==> src/rtl/pixel_clip_fifo_pkg.sv <==
// Shared types and constants for the pixel clip/buffer path to the VGA adapter.
// Screen geometry, colour constants, FIFO entry layout and the done-tracking states.
package pixel_pkg;

   localparam int SCREEN_W = 160;
   localparam int SCREEN_H = 120;

   localparam logic [2:0] BLACK = 3'b000;
   localparam logic [2:0] WHITE = 3'b111;

   typedef struct packed {
      logic [7:0] x;
      logic [6:0] y;
      logic [2:0] colour;
   } pixel_t;

   typedef enum logic [1:0] {S_IDLE, S_RUN, S_FLUSH, S_DONE} state_t;

   // Signed compare of generator coordinates against the visible window.
   function automatic logic is_clipped(input logic [8:0] x, input logic [7:0] y,
                                       input int w, input int h);
      int sx;
      int sy;
      sx = int'($signed(x));
      sy = int'($signed(y));
      return (sx < 0) || (sx >= w) || (sy < 0) || (sy >= h);
   endfunction

endpackage

==> src/rtl/pixel_clip_fifo_sync_fifo.sv <==
// Single-clock FIFO with combinational head read and an occupancy count.
// Pointers wrap naturally because DEPTH is a power of two.
module sync_fifo #(
   parameter int W     = 18,
   parameter int DEPTH = 8
) (
   input  logic                       clk,
   input  logic                       rst,
   input  logic                       i_push,
   input  logic [W-1:0]               i_wdata,
   input  logic                       i_pop,
   output logic [W-1:0]               o_rdata,
   output logic                       o_full,
   output logic                       o_empty,
   output logic [$clog2(DEPTH):0]     o_count
);

   localparam int AW = $clog2(DEPTH);
   localparam int CW = AW + 1;

   logic [W-1:0]  r_mem [DEPTH];
   logic [AW-1:0] r_wr;
   logic [AW-1:0] r_rd;
   logic [CW-1:0] r_cnt;
   logic          w_push;
   logic          w_pop;

   assign o_full  = (r_cnt == CW'(DEPTH));
   assign o_empty = (r_cnt == '0);
   assign o_count = r_cnt;
   assign o_rdata = r_mem[r_rd];
   assign w_push  = i_push & ~o_full;
   assign w_pop   = i_pop & ~o_empty;

   always_ff @(posedge clk) begin
      if (rst) begin
         r_wr  <= '0;
         r_rd  <= '0;
         r_cnt <= '0;
      end else begin
         if (w_push) r_wr <= r_wr + AW'(1);
         if (w_pop)  r_rd <= r_rd + AW'(1);
         case ({w_push, w_pop})
            2'b10:   r_cnt <= r_cnt + CW'(1);
            2'b01:   r_cnt <= r_cnt - CW'(1);
            default: r_cnt <= r_cnt;
         endcase
      end
   end

   always_ff @(posedge clk) begin
      if (w_push) r_mem[r_wr] <= i_wdata;
   end

endmodule

==> src/rtl/pixel_clip_fifo.sv <==
// Clips signed plot requests to the screen, buffers on-screen pixels and drains
// them to the VGA plot port, pulsing done after the final strobe of a drawing.
module pixel_clip_fifo
   import pixel_pkg::*;
#(
   parameter int DEPTH    = 8,
   parameter int SCREEN_W = pixel_pkg::SCREEN_W,
   parameter int SCREEN_H = pixel_pkg::SCREEN_H
) (
   input  logic        clk,
   input  logic        rst,
   input  logic [8:0]  in_x,
   input  logic [7:0]  in_y,
   input  logic [2:0]  in_colour,
   input  logic        in_last,
   input  logic        in_valid,
   output logic        in_ready,
   input  logic        out_en,
   output logic [7:0]  vga_x,
   output logic [6:0]  vga_y,
   output logic [2:0]  vga_colour,
   output logic        vga_plot,
   output logic        done,
   output logic [15:0] clip_count
);

   localparam int CW = $clog2(DEPTH) + 1;

   logic          w_clip, w_acc, w_push, w_pop, w_full, w_empty;
   logic          w_lp_nxt, w_done_nxt;
   logic [CW-1:0] w_count, w_cnt_nxt;
   pixel_t        w_wpix, w_head, r_s1, r_vga;
   logic [1:0]    r_vld_pipe;
   logic [15:0]   r_clip_cnt;
   logic          r_last_pend, r_done;
   state_t        r_state;

   assign w_clip = is_clipped(in_x, in_y, SCREEN_W, SCREEN_H);
   assign w_acc  = in_valid & in_ready;
   assign w_push = w_acc & ~w_clip;
   assign w_pop  = out_en & ~w_empty;
   assign w_wpix = '{x: in_x[7:0], y: in_y[6:0], colour: in_colour};

   sync_fifo #(.W($bits(pixel_t)), .DEPTH(DEPTH)) u_fifo (
      .clk     (clk),
      .rst     (rst),
      .i_push  (w_push),
      .i_wdata (w_wpix),
      .i_pop   (w_pop),
      .o_rdata (w_head),
      .o_full  (w_full),
      .o_empty (w_empty),
      .o_count (w_count)
   );

   // in_ready follows the registered occupancy, so a pop on a full FIFO frees a slot next cycle.
   assign in_ready = ~w_full;

   // done is registered by predicting next-cycle occupancy, pop stage and strobe.
   assign w_cnt_nxt  = w_count + CW'(w_push) - CW'(w_pop);
   assign w_lp_nxt   = (r_last_pend & (r_state != S_DONE)) | (w_acc & in_last);
   assign w_done_nxt = w_lp_nxt && (w_cnt_nxt == '0) && !w_pop && !r_vld_pipe[0]
                       && (r_state != S_DONE);

   always_ff @(posedge clk) begin
      if (rst) begin
         r_state     <= S_IDLE;
         r_last_pend <= 1'b0;
         r_done      <= 1'b0;
      end else begin
         r_last_pend <= w_lp_nxt;
         r_done      <= w_done_nxt;
         if (w_done_nxt)                                  r_state <= S_DONE;
         else if (w_lp_nxt)                               r_state <= S_FLUSH;
         else if (w_cnt_nxt != '0 || w_pop || r_vld_pipe[0]) r_state <= S_RUN;
         else                                             r_state <= S_IDLE;
      end
   end

   // Pop stage then plot register: pixel written at N strobes after N+2.
   always_ff @(posedge clk) begin
      if (rst) begin
         r_vld_pipe <= '0;
         r_vga      <= '0;
         r_clip_cnt <= '0;
      end else begin
         r_vld_pipe <= {r_vld_pipe[0], w_pop};
         if (w_pop)         r_s1  <= w_head;
         if (r_vld_pipe[0]) r_vga <= r_s1;
         if (w_acc && w_clip && r_clip_cnt != 16'hFFFF) r_clip_cnt <= r_clip_cnt + 16'd1;
      end
   end

   assign vga_x      = r_vga.x;
   assign vga_y      = r_vga.y;
   assign vga_colour = r_vga.colour;
   assign vga_plot   = r_vld_pipe[1];
   assign done       = r_done;
   assign clip_count = r_clip_cnt;

endmodule

==> config.mk <==
export PLATFORM = sky130hd
export DESIGN_NAME = pixel_clip_fifo
export DESIGN_NICKNAME = d
export VERILOG_FILES = /design/src/rtl/pixel_clip_fifo_pkg.sv /design/src/rtl/pixel_clip_fifo_sync_fifo.sv /design/src/rtl/pixel_clip_fifo.sv
export SDC_FILE = /design/constraint.sdc
export NUM_CORES = 1
export LEC_CHECK = 0
export BUFFER_PORTS_ARGS = -buffer_cell sky130_fd_sc_hd__buf_2
export CORE_MARGIN = 3
export CORE_UTILIZATION = 31
export DETAILED_ROUTE_END_ITERATION = 12
export GPL_ROUTABILITY_DRIVEN = 0
export GPL_TIMING_DRIVEN = 0
export SLEW_MARGIN = 10
export SYNTH_ARGS = -nofsm -noshare
export SYNTH_HDL_FRONTEND = slang
export SYNTH_SLANG_ARGS = --single-unit
export TNS_END_PERCENT = 1
==> constraint.sdc <==
create_clock -name clk -period 3.9 [get_ports clk]
set_input_delay 0.195 -clock clk [delete_from_list [all_inputs] [get_ports clk]]
set_output_delay 0.195 -clock clk [all_outputs]
set_load 0.02 [all_outputs]
=== After elaboration in Yosys (flattened, before gate mapping) ===
Memory sizes are Yosys's and may differ from the RTL's. A register that Yosys moved wholly into a read port is not among the register bits.
Index checks and enable logic that the tools add are counted.

* Add/sub/neg operators: 7
* Magnitude comparators: 4
* Equal/unequal tests: 5
* Mux-type cells: 6
* Bitwise operators: 12
* Reductions and logical operators: 18

{| class="wikitable"
|+ Operator list
! kind !! number
|-
| 16-bit by 1-bit adder with 16-bit output (second input constant) || 1
|-
| 16-bit inequality test (second input constant) || 1
|-
| 9-bit >= comparator (second input constant) || 1
|-
| 9-bit by 1-bit less-than comparator with 1-bit output (second input constant) || 1
|-
| 8-bit >= comparator (second input constant) || 1
|-
| 4-bit logical NOT || 2
|-
| 8-bit by 1-bit less-than comparator with 1-bit output (second input constant) || 1
|-
| 4-bit case mux with 2 select lines || 1
|-
| 1-bit bitwise AND || 7
|-
| 3-bit by 1-bit adder with 3-bit output (second input constant) || 2
|-
| 1-bit logical AND || 6
|-
| 1-bit logical OR || 5
|-
| 4-bit by 1-bit adder with 4-bit output || 1
|-
| 4-bit by 1-bit adder with 4-bit output (second input constant) || 1
|-
| 4-bit == test (second input constant) || 1
|-
| 2-bit two-way mux || 2
|-
| 1-bit NOT || 4
|-
| 4-bit nonzero test || 1
|-
| 4-bit by 1-bit subtractor with 4-bit output || 1
|-
| 4-bit by 1-bit subtractor with 4-bit output (second input constant) || 1
|-
| 1-bit two-way mux || 3
|-
| 2-bit by 1-bit == test with 1-bit output (second input constant) || 1
|-
| 2-bit == test (second input constant) || 1
|-
| 1-bit logical NOT || 2
|-
| 4 further kinds || 4
|}

* Register bits: 50
* RAM bits: 144
* Input bits: 25
* Output and inout port bits: 37
* Word-level logic and storage cells: 64
* Memories kept: 1

{| class="wikitable"
|+ Memory list
! memory !! depth !! width !! read ports !! clocked after Yosys merged registers in !! wr ports !! RTL line !! source
|-
| u_fifo.r_mem || 8 || 18 || 1 || 1 || 1 || pixel_clip_fifo_sync_fifo.sv:21 || <nowiki>logic [W-1:0] r_mem [DEPTH];</nowiki>
|}

=== Depth between registers and ports, before layout ===
Gate-level depths: netlist of the first run.

* Word-level depth: 14
* Gate-level depth with buffers: 14
* Gate-level depth less buffers: 14

=== By module ===
From an unflattened synthesis of the first run, not the netlist that was laid out.

* Cells, all modules: 505
* Area, all modules: 8630.8 um2

{| class="wikitable"
|+ Modules (own cells, without submodules)
! module !! instances !! cells an instance !! area each (um2) !! sequential area each (um2)
|-
| sync_fifo || 1 || 282 || 6194.7 || 4584.4
|-
| pixel_clip_fifo || 1 || 223 || 2436.1 || 1341.3
|}

=== Worst setup path after synthesis of the first run ===
No wires, ideal clock.

* Path kind: register -> register
* Start: reg u_fifo.r_cnt[2] (netlist: u_fifo.o_count[2])
* End: mem u_fifo.r_mem[0][0] (enable)
* Library setup time: 0.439 ns
* Arrival: 2.989 ns
* Data required time: 3.461 ns
* Slack: 0.472 ns
* Cell stages (with the launch flop): 7
* Path buffers: 0
* Clock period less this slack: 3.428 ns
* Cells stage by stage: dfxtp_1 inv_1 ha_1 nor3b_1 nor2_1 nand2_1 nor4_1

* Cells in the longest elaborated chain, start to end: 7

{| class="wikitable"
|+ Ends and longest elaborated chain
! what !! RTL line !! source
|-
| start: declaration || pixel_clip_fifo_sync_fifo.sv:24 || <nowiki>logic [CW-1:0] r_cnt;</nowiki>
|-
| start signal: assignment || pixel_clip_fifo_sync_fifo.sv:44 || <nowiki>2'b10: r_cnt <= r_cnt + CW'(1);</nowiki>
|-
| start signal: assignment || pixel_clip_fifo_sync_fifo.sv:45 || <nowiki>2'b01: r_cnt <= r_cnt - CW'(1);</nowiki>
|-
| start signal: assignment || pixel_clip_fifo_sync_fifo.sv:46 || <nowiki>default: r_cnt <= r_cnt;</nowiki>
|-
| 4-bit == test (*) || pixel_clip_fifo_sync_fifo.sv:28 || <nowiki>assign o_full = (r_cnt == CW'(DEPTH));</nowiki>
|-
| 1-bit NOT (*) || pixel_clip_fifo_sync_fifo.sv:32, pixel_clip_fifo.sv:57 ||
|-
| 1-bit bitwise AND || pixel_clip_fifo.sv:39 || <nowiki>assign w_acc = in_valid & in_ready;</nowiki>
|-
| 1-bit bitwise AND || pixel_clip_fifo.sv:40 || <nowiki>assign w_push = w_acc & ~w_clip;</nowiki>
|-
| 1-bit bitwise AND (*) || pixel_clip_fifo_sync_fifo.sv:32 || <nowiki>assign w_push = i_push & ~o_full;</nowiki>
|-
| 1-bit two-way mux (*) || pixel_clip_fifo_sync_fifo.sv:52 || <nowiki>if (w_push) r_mem[r_wr] <= i_wdata;</nowiki>
|-
| 1-bit two-way mux (not written as such) (*) || pixel_clip_fifo_sync_fifo.sv:52 ||
|-
| end: declaration || pixel_clip_fifo_sync_fifo.sv:21 ||
|}

Mark *: on every way between the ends. The rest lies on a longest branch, timed or not.

=== Worst setup path after layout of the first run ===
* Start: reg u_fifo.r_cnt[2] (netlist: u_fifo.o_count[2])
* End: reg r_state[0]

* Cells in the longest elaborated chain, start to end: 12
* Elaborated cells on any way between the ends: 23
* Those cells by class: 2 x add/sub; 1 x eq/ne; 3 x mux; 7 x bitwise; 10 x reduce/logical

{| class="wikitable"
|+ Ends and longest elaborated chain
! what !! RTL line !! source
|-
| 4-bit == test || pixel_clip_fifo_sync_fifo.sv:28 ||
|-
| 1-bit NOT || pixel_clip_fifo.sv:57 || <nowiki>assign in_ready = ~w_full;</nowiki>
|-
| 1-bit bitwise AND || pixel_clip_fifo.sv:39 ||
|-
| 1-bit bitwise AND || pixel_clip_fifo.sv:40 ||
|-
| 4-bit by 1-bit adder with 4-bit output || pixel_clip_fifo.sv:60 || <nowiki>assign w_cnt_nxt = w_count + CW'(w_push) - CW'(w_pop);</nowiki>
|-
| 4-bit by 1-bit subtractor with 4-bit output || pixel_clip_fifo.sv:60 ||
|-
| 4-bit nonzero test / 4-bit logical NOT (equally long branches) || pixel_clip_fifo.sv:75, pixel_clip_fifo.sv:62 ||
|-
| 1-bit logical OR / 1-bit logical AND (equally long branches) (2 in series) || pixel_clip_fifo.sv:75, pixel_clip_fifo.sv:62 ||
|-
| 1-bit two-way mux / 1-bit logical AND (equally long branches) || pixel_clip_fifo.sv:75, pixel_clip_fifo.sv:62 ||
|-
| 2-bit two-way mux / 1-bit logical AND (equally long branches) || pixel_clip_fifo.sv:74, pixel_clip_fifo.sv:63 ||
|-
| 2-bit two-way mux (*) || pixel_clip_fifo.sv:73 || <nowiki>if (w_done_nxt) r_state <= S_DONE;</nowiki>
|-
| end signal: assignment || pixel_clip_fifo.sv:73 ||
|-
| end signal: assignment || pixel_clip_fifo.sv:74 || <nowiki>else if (w_lp_nxt) r_state <= S_FLUSH;</nowiki>
|-
| end signal: assignment || pixel_clip_fifo.sv:75 || <nowiki>else if (w_cnt_nxt != '0 || w_pop || r_vld_pipe[0]) r_state <= S_RUN;</nowiki>
|-
| end: declaration || pixel_clip_fifo.sv:36 || <nowiki>state_t r_state;</nowiki>
|}

Marks and branches as above.
A chain may end at the register's enable or synchronous reset.

==> impl_summary.txt, run 1 <==
----------------------------------------------------
[GRT]
  Global-route wire length before repair ... between 20000 and 30000 um
  Global routing met3 resource utilization ... a little under 2%
  Maximum number of pins on one net before global-route repair ... 14
  Number of global-route vias before repair ... around 5000
  Number of antenna violations at the first check in global routing ... 0
  Met1 usage ... between 15 and 20%
  GRT met2 Usage ... a little over a fifth
  Busiest grt layer ... met2
  Remaining global-route overflow ... 0
  Total global routing track utilization ... around an eighth

[Finish]
  Relative area change from synthesis to final layout ... 21.7%
  Final instance area ... 10300 um2
  Most frequent cells in the layout ... 162 x sky130_fd_sc_hd__edfxtp_1, 67 x sky130_fd_sc_hd__buf_2, 50 x sky130_fd_sc_hd__dfxtp_1
  Layout Utilization ... about two fifths
  Ratio of cells with drive above 1 in the final layout ... between 20% and 30%
  Most frequent standard cell in the layout excluding fill and tap cells ... sky130_fd_sc_hd__edfxtp_1
  Number of inserted filler cells in the final layout ... about 2400
  Number of diodes added for antenna fixing ... 0
  Final net count ... 669

[Critical path]
  Reg-to-Reg Start ... u_fifo.o_count[2]
  End of the worst register-to-register path ... r_state[0]
  Category of the worst setup path capture point ... flop
  Required time worst endpoint ... ~4.3 ns
  Highest fanout seen on the critical path ... 8
  Slack of the worst reg-to-reg path ... approximately 0.48 ns
  Worst reg2reg path depth ... 14
  Critical Setup Path Class ... reg2reg
  Crit start category ... flop
  Data arrival time of the critical path ... 3.82 ns
  Critical path origin ... u_fifo.o_count[2]

[Clock network]
  Maximum level of the CTS H-tree ... 1
  Cell chosen for the clock root ... sky130_fd_sc_hd__clkbuf_16
  Num CTS Buffers ... 23
  Clock sink count ... around 210
  Clock network latency to the later pin of the worst-skew pair ... 0.52 ns
  Clock buffer depth ... 3
  Clock-pin transition on the worst setup and hold timing paths ... about 0.06 ns
  Clock tree from TritonCTS ... yes

[Pwr]
  Static leakage power ... 3.48 nW
  P per Cell Area ... around 530 nW/um2
  Overall Power ... about 5.4 mW
  Peak ir drop on the vdd network ... around 0.32 mV

[Die]
  Initial Util ... between 30% and 40%
  Number of placement rows ... between 50 and 60
  Die area ... roughly 29000 um2
  Die boundary height ... between 150 and 200 um
  Core Region ... 26400 um2
  Die Wd ... 171 um
  Top Ports ... 62

[Timing]
  Relative slew slack ... 36.8%
  Portion of the clock cycle consumed by the worst path in the final layout ... 87.7%
  Fin worst setup slack ... roughly 0.48 ns
  Slew at the pin closest to its max-slew limit ... 0.947 ns
  Clock Skews ... 0.0104 ns
  Setup repair after global routing missed its margin ... false
  Fmax ... a little under 300 MHz
  Shortest period the worst path allows ... ~3.4 ns
  Setup-violating endpoint count in the final report ... 0
  Worst hold slack ... 0.0600 ns
  Number of pins exceeding their max-slew limit in the final report ... 0
  Count of endpoints failing hold in the final timing report ... 0

[Synthesis]
  FFs w/ async S/R, synth ... 0%
  Synthesis warning total ... 0
  Fraction of synthesized cell area in xor and xnor cells ... less than 1%
  Area share of fa/ha/maj cells after synthesis ... approximately 2.3%
  Number of unique standard cell types used by synthesis ... 42
  Flip-flop and latch count after synthesis ... between 200 and 250
  Mapped Avg Cell Area ... about 17 um2
  Dominant combinational cell family by area after synthesis ... multiplexers
  Number of standard cells after synthesis ... ~500
  Number of synthesized flops with an enable pin ... approximately 160
  Proportion of synthesized chip area in sequential cells ... between 60% and 70%
  Net count after synthesis ... approximately 550
  Summed instance area of the synthesized netlist ... around 8400 um2
  Simple-gate share of the synthesized area ... 7.54%
  Complex-gate fraction of the synthesized area ... about 2.6%
  Primary flip-flop cell chosen by synthesis mapping ... sky130_fd_sc_hd__edfxtp_1
  Mux contribution to synthesized area ... 15.7%

[Worst hold path]
  Worst hold path depth ... 4
  Kind of path behind the tightest hold check ... in2reg
  HP Start ... out_en
  Worst hold endpoint ... u_fifo.r_rd[2]

[Routing]
  Routed wirelength normalized by instance count ... roughly 19 um
  Iteration-0 DRC count of the detailed router ... 400
  Total detailed-routing wirelength ... around 19000 um
  Antenna viol nets, final ... 0
  First-pass detailed-route iteration total ... 5
  Vias ... slightly below 5000
  Detailed-route vias per instance ... around 4.9
  Total DRC errors in the routed layout ... 0

[Flow run]
  Max-cap check violation count ... 0

[Placed design]
  Setup Slack @ Placement ... around 0.5 ns
  Placement-stage cell area ... 9340 um2
  Count of port buffers added during placement ... around 60
  Estimated wirelength of the detail-placed design ... approximately 13000 um

[Run status]
  Status ... finished clean

----------------------------------------------------
[cell usage after synthesis (6+ instances only)]
cell type / count / area [um2]
sky130_fd_sc_hd__ha_1: 12 / 150
sky130_fd_sc_hd__inv_1: 13 / 48.8
sky130_fd_sc_hd__nand4_1: 6 / 37.5
sky130_fd_sc_hd__buf_2: 6 / 30.0
sky130_fd_sc_hd__a21oi_1: 15 / 75.1
sky130_fd_sc_hd__nor3_1: 7 / 35.0
sky130_fd_sc_hd__nor4_1: 9 / 56.3
sky130_fd_sc_hd__or4_1: 8 / 60.1
sky130_fd_sc_hd__clkbuf_1: 11 / 41.3
sky130_fd_sc_hd__mux2i_1: 20 / 200
sky130_fd_sc_hd__edfxtp_1: 162 / 4860
sky130_fd_sc_hd__mux2_2: 26 / 293
sky130_fd_sc_hd__nor2_1: 46 / 173
sky130_fd_sc_hd__buf_1: 6 / 22.5
sky130_fd_sc_hd__nor2b_1: 11 / 68.8
sky130_fd_sc_hd__nand3_1: 14 / 70.1
sky130_fd_sc_hd__mux4_2: 36 / 811
sky130_fd_sc_hd__o31ai_1: 7 / 52.6
sky130_fd_sc_hd__nand2_1: 10 / 37.5
sky130_fd_sc_hd__dfxtp_1: 50 / 1000
[timing repair]
action | 4_1_cts | 5_1_grt
hold endpoints to repair | 146 | 0
hold buffers | 19 | 0
setup buffers | 0 | 0
gates resized for setup | 0 | 0
[per-stage QoR]
stage	setup TNS (ns)	std cells
after CTS	0	982
after global placement	-86.56	906
after floorplan	0	510
after detailed placement	0	921
final	0	982
after global routing	0	982
[cell families after synthesis]
logic type      after synthesis
xor+xnor                      5
compound gates               35
buf+inv                      37
mux                          83
flops                       212
simple gates                124
fa+ha+maj                    14
[metal layers]
| layer | routed length, um | share of wire (%) |
|---|---|---|
| met1 | 8140 | 44 |
| met3 | 833 | 4.5 |
| met4 | 406 | 2.2 |
| met5 | 0 | 0 |
| met2 | 9140 | 49 |
[state kept, by name, summed over array words and instances (netlist names)]
signal,flops
vga_x,8
r_vld_pipe,2
r_last_pend,1
u_fifo.r_mem,144
clip_count,16
vga_y,7
u_fifo.o_count,4
done,1
r_state,2
r_s1,18
u_fifo.r_rd,3
u_fifo.r_wr,3
vga_colour,3
[report_power, final]
group / total [mW] / switching [mW] / internal [mW]
Clock: 2.06 / 0.860 / 1.20
Combinational: 0.796 / 0.405 / 0.391
Sequential: 2.55 / 0.0414 / 2.51
Total: 5.41 / 1.31 / 4.11
[worst max-delay path by stage]
stage                     slack, ns  cells after the start                  to
after floorplan                0.47                      6  u_fifo.r_mem[0][0]
after global placement        -1.78                      6  u_fifo.r_mem[0][0]
after detailed placement       0.51                     14          r_state[0]
after CTS                      0.50                     14          r_state[0]
after global routing           0.26                     14          r_state[0]
final                          0.48                     14          r_state[0]
[worst max-delay path, cell delays in order (launching register included)]
cell	delay, ns
sky130_fd_sc_hd__dfxtp_1	0.36
sky130_fd_sc_hd__inv_1	0.10
sky130_fd_sc_hd__ha_1	0.20
sky130_fd_sc_hd__nor3b_1	0.15
sky130_fd_sc_hd__nor2_1	0.45
sky130_fd_sc_hd__nand2_1	0.11
sky130_fd_sc_hd__ha_1	0.29
sky130_fd_sc_hd__inv_1	0.05
sky130_fd_sc_hd__ha_1	0.16
sky130_fd_sc_hd__inv_1	0.06
sky130_fd_sc_hd__fa_1	0.37
sky130_fd_sc_hd__xor2_1	0.16
sky130_fd_sc_hd__nand3_1	0.09
sky130_fd_sc_hd__or4_4	0.44
sky130_fd_sc_hd__mux2_4	0.31
[layout make-up]
| type | instances | area (um2) | share of cell area (%) |
|---|---|---|---|
| well taps | 335 | 419 | 4.09 |
| clock inverters | 12 | 98.8 | 0.964 |
| repair buffers | 95 | 651 | 6.34 |
| plain buffers | 24 | 105 | 1.02 |
| inverters | 13 | 48.8 | 0.476 |
| clock buffers | 30 | 626 | 6.10 |
| multi-input cells | 261 | 2440 | 23.8 |
| flip-flops and latches | 212 | 5870 | 57.2 |
Power figures use the tool's default switching activity.
==> inputs of run 2 (changes only) <==
Settings changed: SYNTH_HIERARCHICAL from default to 1.
==> run 2 against run 1 <==
Against the previous run: synthesized cell count is 0.98% lower; final area grew 2.4%; sequential power shrank 3%; global-route usage down 0.80 points; utilization fell by 0.26 points.
==> impl_summary.txt, run 2 <==
----------------------------------------------------
[Routing]
  Iteration-0 DRC count of the detailed router ... 275 (was 400)
  Antenna viol nets, final ... 0 (unchanged)
  Top sig layer ... met5 (was met4)
  Met3 routed wirelength ... 973 um (was 833 um)
  Met2 wirelength from detailed routing ... 8810 um (was 9140 um)
  Total DRC errors in the routed layout ... 0 (unchanged)
  M1 wire length ... 7670 um (was 8140 um)
  Total detailed-routing wirelength ... 17900 um (was 18500 um)
  First-pass detailed-route iteration total ... 4 (was 5)
  Vias ... 4823 (was 4847)
  Detailed-route vias per instance ... 4.77 (was 4.94)
  Routed wirelength normalized by instance count ... 17.7 um (was 18.9 um)

[Critical path]
  Peak per-stage delay on the critical path ... 0.74 ns (was 0.45 ns)
  Required time worst endpoint ... 4.11 ns (was 4.31 ns)
  Crit path buf inv count ... 3 (unchanged)
  Library cell contributing the largest single delay on the critical path ... sky130_fd_sc_hd__nor2_2 (was sky130_fd_sc_hd__nor2_1)
  Cell-by-cell trace of the critical path ... or4b_4 > buf_6 > inv_1 > nand2b_1 > nor2_1 > nand3_1 > nor2_2 > buf_6 (was inv_1 > ha_1 > nor3b_1 > nor2_1 > nand2_1 > ha_1 > inv_1 > ha_1 > inv_1 > fa_1 > xor2_1 > nand3_1 > or4_4 > mux2_4)
  Data arrival time of the critical path ... 3.60 ns (was 3.82 ns)
  Top delay family on crit path ... simple AND/OR/NAND/NOR gates (unchanged)
  Critical Setup Path Class ... reg2reg (unchanged)
  Highest fanout seen on the critical path ... 12 (was 8)
  Cell seen most often among critical-path stages ... sky130_fd_sc_hd__buf_6
  Category of the worst setup path capture point ... flop (unchanged)
  Crit start category ... flop (unchanged)

[GRT]
  Global-route wire length before repair ... 28500 um (was 28400 um)
  Number of global-route vias before repair ... 5040 (was 4887)
  Remaining global-route overflow ... 0 (unchanged)
  Maximum number of pins on one net before global-route repair ... 19 (was 14)
  Number of antenna violations at the first check in global routing ... 1 (was 0)
  Total global routing track utilization ... 11.9% (was 12.7%)

[Pwr]
  P per Cell Area ... 451 nW/um2 (was 528 nW/um2)
  Static leakage power ... 3.58 nW (was 3.48 nW)
  Peak ir drop on the vdd network ... 0.235 mV (was 0.322 mV)

[Finish]
  Number of flip-flops under the largest register name ... 144 (unchanged)
  Relative area change from synthesis to final layout ... 21.7% (about the same)
  Ratio of cells with drive above 1 in the final layout ... 28.6% (was 29.7%)
  Post-layout instance count excluding filler cells ... 1011 (was 982)
  Final instance area ... 10500 um2 (was 10300 um2)
  Final net count ... 659 (was 669)
  Most frequent standard cell in the layout excluding fill and tap cells ... sky130_fd_sc_hd__edfxtp_1 (unchanged)
  Layout Utilization ... 38.7% (was 38.9%)
  Number of diodes added for antenna fixing ... 0 (unchanged)
  Most frequent cells in the layout ... 162 x sky130_fd_sc_hd__edfxtp_1, 67 x sky130_fd_sc_hd__buf_2, 53 x sky130_fd_sc_hd__dfxtp_1 (was 162 x sky130_fd_sc_hd__edfxtp_1, 67 x sky130_fd_sc_hd__buf_2, 50 x sky130_fd_sc_hd__dfxtp_1)
  Register name with the most flops ... u_fifo/r_mem (was u_fifo.r_mem)

[Synthesis]
  Top cells by area, synth ... sky130_fd_sc_hd__edfxtp_1 56%, sky130_fd_sc_hd__dfxtp_1 12%, sky130_fd_sc_hd__mux4_2 5.2% (was sky130_fd_sc_hd__edfxtp_1 58%, sky130_fd_sc_hd__dfxtp_1 12%, sky130_fd_sc_hd__mux4_2 9.6%)
  Library cell occupying the most area in the post-synthesis netlist ... sky130_fd_sc_hd__edfxtp_1 (unchanged)
  Mux contribution to synthesized area ... 15.4% (was 15.7%)
  Net count after synthesis ... 541 (was 549)
  Flip-flop and latch count after synthesis ... 215 (was 212)
  Synthesis warning total ... 6 (was 0)
  Area share of fa/ha/maj cells after synthesis ... 1.68% (was 2.26%)
  Summed instance area of the synthesized netlist ... 8630 um2 (was 8430 um2)
  Proportion of synthesized chip area in sequential cells ... 68.7% (was 69.6%)
  Most frequent cell after synthesis ... sky130_fd_sc_hd__edfxtp_1 (unchanged)
  Primary flip-flop cell chosen by synthesis mapping ... sky130_fd_sc_hd__edfxtp_1 (unchanged)
  Simple-gate share of the synthesized area ... 7.58% (was 7.54%)
  Number of synthesized flops with an enable pin ... 162 (unchanged)
  Yosys top cell area share ... 56.4% (was 57.7%)
  Mapped Avg Cell Area ... 17.1 um2 (was 16.5 um2)
  Fraction of synthesized cell area in xor and xnor cells ... 1.00% (was 0.520%)
  Number of unique standard cell types used by synthesis ... 54 (was 42)
  Complex-gate fraction of the synthesized area ... 2.99% (was 2.58%)
  Synth top cells by count ... 162 x sky130_fd_sc_hd__edfxtp_1, 53 x sky130_fd_sc_hd__dfxtp_1, 38 x sky130_fd_sc_hd__nor2_1 (was 162 x sky130_fd_sc_hd__edfxtp_1, 50 x sky130_fd_sc_hd__dfxtp_1, 46 x sky130_fd_sc_hd__nor2_1)
  FFs w/ async S/R, synth ... 0% (unchanged)
  Dominant combinational cell family by area after synthesis ... multiplexers (unchanged)
  Number of standard cells after synthesis ... 505 (was 510)

[Die]
  Core Region ... 27200 um2 (was 26400 um2)
  Initial Util ... 31.8% (was 32.0%)
  Die area ... 29900 um2 (was 29200 um2)
  Number of placement rows ... 60 (was 59)
  Top Ports ... 62 (unchanged)
  Die Wd ... 173 um (was 171 um)
  Die boundary height ... 173 um (was 171 um)

[Clock network]
  Clock sink count ... 215 (was 212)
  Num CTS Buffers ... 23 (unchanged)
  Clock buffer depth ... 3 (unchanged)
  Clock network latency to the later pin of the worst-skew pair ... 0.50 ns (was 0.52 ns)
  Cell chosen for the clock root ... sky130_fd_sc_hd__clkbuf_16 (unchanged)
  Clock-pin transition on the worst setup and hold timing paths ... 0.06 ns (about the same)
  Gates resized, CTS repair ... 0 (unchanged)
  Clock tree from TritonCTS ... yes (unchanged)
  Maximum level of the CTS H-tree ... 1 (unchanged)

[Timing]
  Setup-violating endpoint count in the final report ... 0 (unchanged)
  Setup repair after global routing missed its margin ... false (unchanged)
  Portion of the clock cycle consumed by the worst path in the final layout ... 86.8% (was 87.7%)
  Fmax ... 295 MHz (was 292 MHz)
  Count of endpoints failing hold in the final timing report ... 0 (unchanged)
  Number of pins exceeding their max-slew limit in the final report ... 0 (unchanged)
  Clock Skews ... 0.00887 ns (was 0.0104 ns)
  Worst hold slack ... 0.0958 ns (was 0.0600 ns)
  Slew at the pin closest to its max-slew limit ... 0.983 ns (was 0.947 ns)
  Sum of negative setup slack ... 0 ns (unchanged)
  Relative slew slack ... 34.5% (was 36.8%)
  Shortest period the worst path allows ... 3.39 ns (was 3.42 ns)

[Placed design]
  Placement-stage cell area ... 9580 um2 (was 9340 um2)
  Count of port buffers added during placement ... 61 (unchanged)
  Cell count after placement ... 952 (was 921)
  Estimated wirelength of the detail-placed design ... 12400 um (was 12600 um)

[Worst hold path]
  Kind of path behind the tightest hold check ... in2reg (unchanged)

[Flow run]
  Max-cap check violation count ... 0 (unchanged)

[Run status]
  Status ... finished clean (unchanged)

----------------------------------------------------
==> run 2: power by group <==
part | internal, mW | switching, mW | leakage, nW
Clock | 1.28 | 0.846 | 0.358
Combinational | 0.0542 | 0.0797 | 1.33
Sequential | 2.47 | 0.00955 | 1.89
==> run 2: logic make-up after synthesis <==
family	count (synthesis)
flip-flops	215
AND/OR/NAND/NOR	114
multiplexers	79
AO/OA/AOI/OAI	40
buffers and inverters	37
adder cells (fa/ha/maj)	11
XOR/XNOR	9
==> run 2: final cells by class <==
type                    count  area [um2]
well taps                 372         465
plain buffers              27         195
fillers                  2552       16700
clock inverters            16         164
multi-input cells         253        2510
clock buffers              25         583
flip-flops and latches    215        5930
inverters                  10        37.5
repair buffers             93         628
==> run 2: worst reg2reg max path, stage by stage (launching register included) <==
cell and delay [ns]:
sky130_fd_sc_hd__dfxtp_1 0.52, sky130_fd_sc_hd__or4b_4 0.21, sky130_fd_sc_hd__buf_6 0.14, sky130_fd_sc_hd__inv_1 0.06, sky130_fd_sc_hd__nand2b_1 0.17, sky130_fd_sc_hd__nor2_1 0.61
sky130_fd_sc_hd__nand3_1 0.39, sky130_fd_sc_hd__nor2_2 0.74, sky130_fd_sc_hd__buf_6 0.26
==> run 2: path summary, 6_finish.rpt <==
kind	from	end	slack, ns	depth (start not counted)
setup / recovery	u_fifo/o_count[2]	u_fifo/r_mem[7][11]	0.51	8
hold / removal	rst	u_fifo/o_count[3]	0.1	3
setup reg to reg	u_fifo/o_count[2]	u_fifo/r_mem[7][11]	0.51	8
hold reg to reg	clip_count[8]	clip_count[8]	0.48	2
==> run 2: timing repair <==
| item | CTS | global route |
|---|---|---|
| setup buffers | 0 | 0 |
| hold endpoints to repair | 144 | 0 |
| hold buffers | 18 | 0 |
==> run 2: layer usage <==
metal / GRT usage, % / up-vias
met3: 2.64 / 34
met2: 20.5 / 115
li1: - / 2233
met4: 3.31 / 2
met1: 15.3 / 2439
met5: 0 / -
==> run 2: stage by stage <==
stage | setup WS (ns) | total power [mW]
final | 0.513 | 4.74
after CTS | 0.476 | 4.80
after global placement | -1.91 | 2.64
after floorplan | 0.168 | 2.59
after global routing | 0.308 | 4.92
after detailed placement | 0.497 | 2.65
==> inputs of run 3 (changes only) <==
Settings changed: CORE_MARGIN 3 to 5, PLACE_DENSITY from default to 0.54, SKIP_LAST_GASP from default to 1.
==> run 3 against run 2 <==
Against the previous run: global-route usage about the same; cell count up 0.59%; non-clock buffer count unchanged; setup slack better by 0.076 ns; count of clock-buffer cells in the layout up 3; first-iteration DRC count down 17%; sequential power about the same; highest routed layer is now met4.
==> impl_summary.txt, run 3 (synthesized netlist as in run 2, its figures left out) <==
----------------------------------------------------
[Run status]
  Status ... finished clean (unchanged)

[Critical path]
  Slack of the worst reg-to-reg path ... 0.59 ns (was 0.51 ns)
  Library cell contributing the largest single delay on the critical path ... sky130_fd_sc_hd__nor2_1 (was sky130_fd_sc_hd__nor2_2)
  Data arrival time of the critical path ... 3.74 ns (was 3.60 ns)
  Reg-to-Reg Start ... u_fifo/o_count[1] (was u_fifo/o_count[2])
  Crit start category ... flop (unchanged)
  Cell-by-cell trace of the critical path ... buf_6 > or4b_4 > buf_6 > inv_1 > nand2b_1 > nor2_1 > nand2_8 > ha_1 > xor2_1 > ha_1 > a21oi_1 > xor2_1 > or3_1 > a21oi_1 (was or4b_4 > buf_6 > inv_1 > nand2b_1 > nor2_1 > nand3_1 > nor2_2 > buf_6)
  End of the worst register-to-register path ... u_fifo/o_count[2] (was u_fifo/r_mem[7][11])
  Worst reg2reg path depth ... 14 (was 8)
  Critical Setup Path Class ... reg2reg (unchanged)
  Highest fanout seen on the critical path ... 8 (was 12)
  Category of the worst setup path capture point ... flop (unchanged)
  Required time worst endpoint ... 4.33 ns (was 4.11 ns)
  Peak per-stage delay on the critical path ... 0.56 ns (was 0.74 ns)

[Placed design]
  Placement-stage cell area ... 9570 um2 (was 9580 um2)
  Cell count after placement ... 958 (was 952)
  Count of port buffers added during placement ... 61 (unchanged)
  Estimated wirelength of the detail-placed design ... 12900 um (was 12400 um)

[Routing]
  First-pass detailed-route iteration total ... 4 (unchanged)
  Vias ... 4780 (was 4823)
  Total DRC errors in the routed layout ... 0 (unchanged)
  Total detailed-routing wirelength ... 18400 um (was 17900 um)
  Detailed-route vias per instance ... 4.70 (was 4.77)
  Iteration-0 DRC count of the detailed router ... 227 (was 275)
  Antenna viol nets, final ... 0 (unchanged)
  Routed wirelength normalized by instance count ... 18.1 um (was 17.7 um)

[Timing]
  Count of endpoints failing hold in the final timing report ... 0 (unchanged)
  Clock Skews ... 0.00961 ns (was 0.00887 ns)
  Shortest period the worst path allows ... 3.31 ns (was 3.39 ns)
  Relative slew slack ... 30.6% (was 34.5%)
  Setup-violating endpoint count in the final report ... 0 (unchanged)
  Sum of negative setup slack ... 0 ns (unchanged)
  Fmax ... 302 MHz (was 295 MHz)
  Worst hold slack ... 0.0824 ns (was 0.0958 ns)
  Portion of the clock cycle consumed by the worst path in the final layout ... 84.9% (was 86.8%)
  Setup repair after global routing missed its margin ... false (unchanged)
  Slew at the pin closest to its max-slew limit ... 1.04 ns (was 0.983 ns)
  Number of pins exceeding their max-slew limit in the final report ... 0 (unchanged)

[Worst hold path]
  Worst hold path depth ... 3 (unchanged)
  HP Start ... rst (unchanged)
  Worst hold endpoint ... u_fifo/o_count[3] (unchanged)
  Kind of path behind the tightest hold check ... in2reg (unchanged)

[Clock network]
  Clock buffer depth ... 3 (unchanged)
  Cell chosen for the clock root ... sky130_fd_sc_hd__clkbuf_16 (unchanged)
  Clock sink count ... 215 (unchanged)
  Clock-pin transition on the worst setup and hold timing paths ... 0.06 ns (about the same)
  Gates resized, CTS repair ... 0 (unchanged)
  Maximum level of the CTS H-tree ... 1 (unchanged)
  Num CTS Buffers ... 22 (was 23)
  Clock tree from TritonCTS ... yes (unchanged)
  Clock network latency to the later pin of the worst-skew pair ... 0.50 ns (about the same)

[Finish]
  Most frequent cells in the layout ... 162 x sky130_fd_sc_hd__edfxtp_1, 68 x sky130_fd_sc_hd__buf_2, 53 x sky130_fd_sc_hd__dfxtp_1 (was 162 x sky130_fd_sc_hd__edfxtp_1, 67 x sky130_fd_sc_hd__buf_2, 53 x sky130_fd_sc_hd__dfxtp_1)
  Most frequent standard cell in the layout excluding fill and tap cells ... sky130_fd_sc_hd__edfxtp_1 (unchanged)
  Final instance area ... 10500 um2 (about the same)
  Post-layout instance count excluding filler cells ... 1017 (was 1011)
  Ratio of cells with drive above 1 in the final layout ... 28.5% (was 28.6%)
  Number of flip-flops under the largest register name ... 144 (unchanged)
  Register name with the most flops ... u_fifo/r_mem (unchanged)
  Final net count ... 658 (was 659)
  Number of inserted filler cells in the final layout ... 2584 (was 2552)
  Relative area change from synthesis to final layout ... 21.3% (was 21.7%)

[Die]
  Die area ... 31300 um2 (was 29900 um2)
  Initial Util ... 31.2% (was 31.8%)
  Top Ports ... 62 (unchanged)
  Die boundary height ... 177 um (was 173 um)
  Core Region ... 27600 um2 (was 27200 um2)
  Number of placement rows ... 61 (was 60)
  Die Wd ... 177 um (was 173 um)

[GRT]
  Global routing met3 resource utilization ... 1.97% (was 2.64%)
  Global-route wire length before repair ... 29000 um (was 28500 um)
  Remaining global-route overflow ... 0 (unchanged)
  Number of antenna violations at the first check in global routing ... 1 (unchanged)
  Total global routing track utilization ... 11.9% (about the same)
  Met1 usage ... 15.5% (was 15.3%)
  Number of global-route vias before repair ... 5046 (was 5040)
  GRT met2 Usage ... 20.5% (about the same)
  Busiest grt layer ... met2 (unchanged)
  Maximum number of pins on one net before global-route repair ... 19 (unchanged)

[Pwr]
  Peak ir drop on the vdd network ... 0.272 mV (was 0.235 mV)
  Overall Power ... 4.66 mW (was 4.74 mW)
  P per Cell Area ... 445 nW/um2 (was 451 nW/um2)
  Static leakage power ... 3.57 nW (was 3.58 nW)

[Flow run]
  Max-cap check violation count ... 0 (unchanged)

----------------------------------------------------
-- run 3: cell count changes in the layout (fill, tap and decap cells not counted), sizes merged --
cell,delta
clkbuf,+3
bufinv,-1
clkinv,-1
clkinvlp,-1
diode,+1
inv,-1
-- run 3: cell type report --
type,count,area (um2),area share [%]
clock inverter,12,108,1.03
sequential,215,5930,56.6
inverter,10,37.5,0.359
timing repair buffer,93,614,5.87
tap,378,473,4.52
buffer,27,195,1.86
antenna,1,2.50,0.0239
multi-input combinational,253,2510,23.9
clock buffer,28,604,5.77
-- run 3: per-layer routing --
layer / vias up / wire length [um]
met1: 2417 / 8070
met2: 107 / 9100
met3: 34 / 817
met5: - / 0
li1: 2222 / -
met4: 0 / 426
-- run 3: how the worst max path moves through the flow --
stage                                     end               from
after floorplan            u_fifo/r_mem[0][0]  u_fifo/o_count[1]
after global placement    u_fifo/r_mem[0][11]  u_fifo/o_count[1]
after detailed placement  u_fifo/r_mem[0][10]  u_fifo/o_count[1]
after CTS                 u_fifo/r_mem[0][10]  u_fifo/o_count[1]
after global routing        u_fifo/o_count[2]  u_fifo/o_count[1]
final                       u_fifo/o_count[2]  u_fifo/o_count[1]
-- run 3: what timing repair did --
item	4_1_cts	5_1_grt
endpoints found under the setup margin	0	0
hold endpoints to repair	144	0
setup buffers	0	0
hold buffers	18	0
-- run 3: power breakdown --
part	internal [mW]	total [mW]	switching, mW
sequential	2.47	2.48	0.00934
clock	1.23	2.05	0.821
combinational	0.0538	0.133	0.0794
-- run 3: critical path, delay by kind of cell, from the launching register on --
family	cells	cell delay, ns
flip-flops	1	0.44
AND/OR/NAND/NOR	5	1.36
adder cells (fa/ha/maj)	2	0.52
AO/OA/AOI/OAI	2	0.29
buffers and inverters	3	0.35
XOR/XNOR	2	0.27
-- run 3: stage by stage --
stage	utilization (%)	setup slack, ns
after floorplan	-	0.168
after global placement	34.1	-2.18
after detailed placement	34.6	0.574
after CTS	37.9	0.507
after global routing	37.9	0.335
final	37.9	0.589
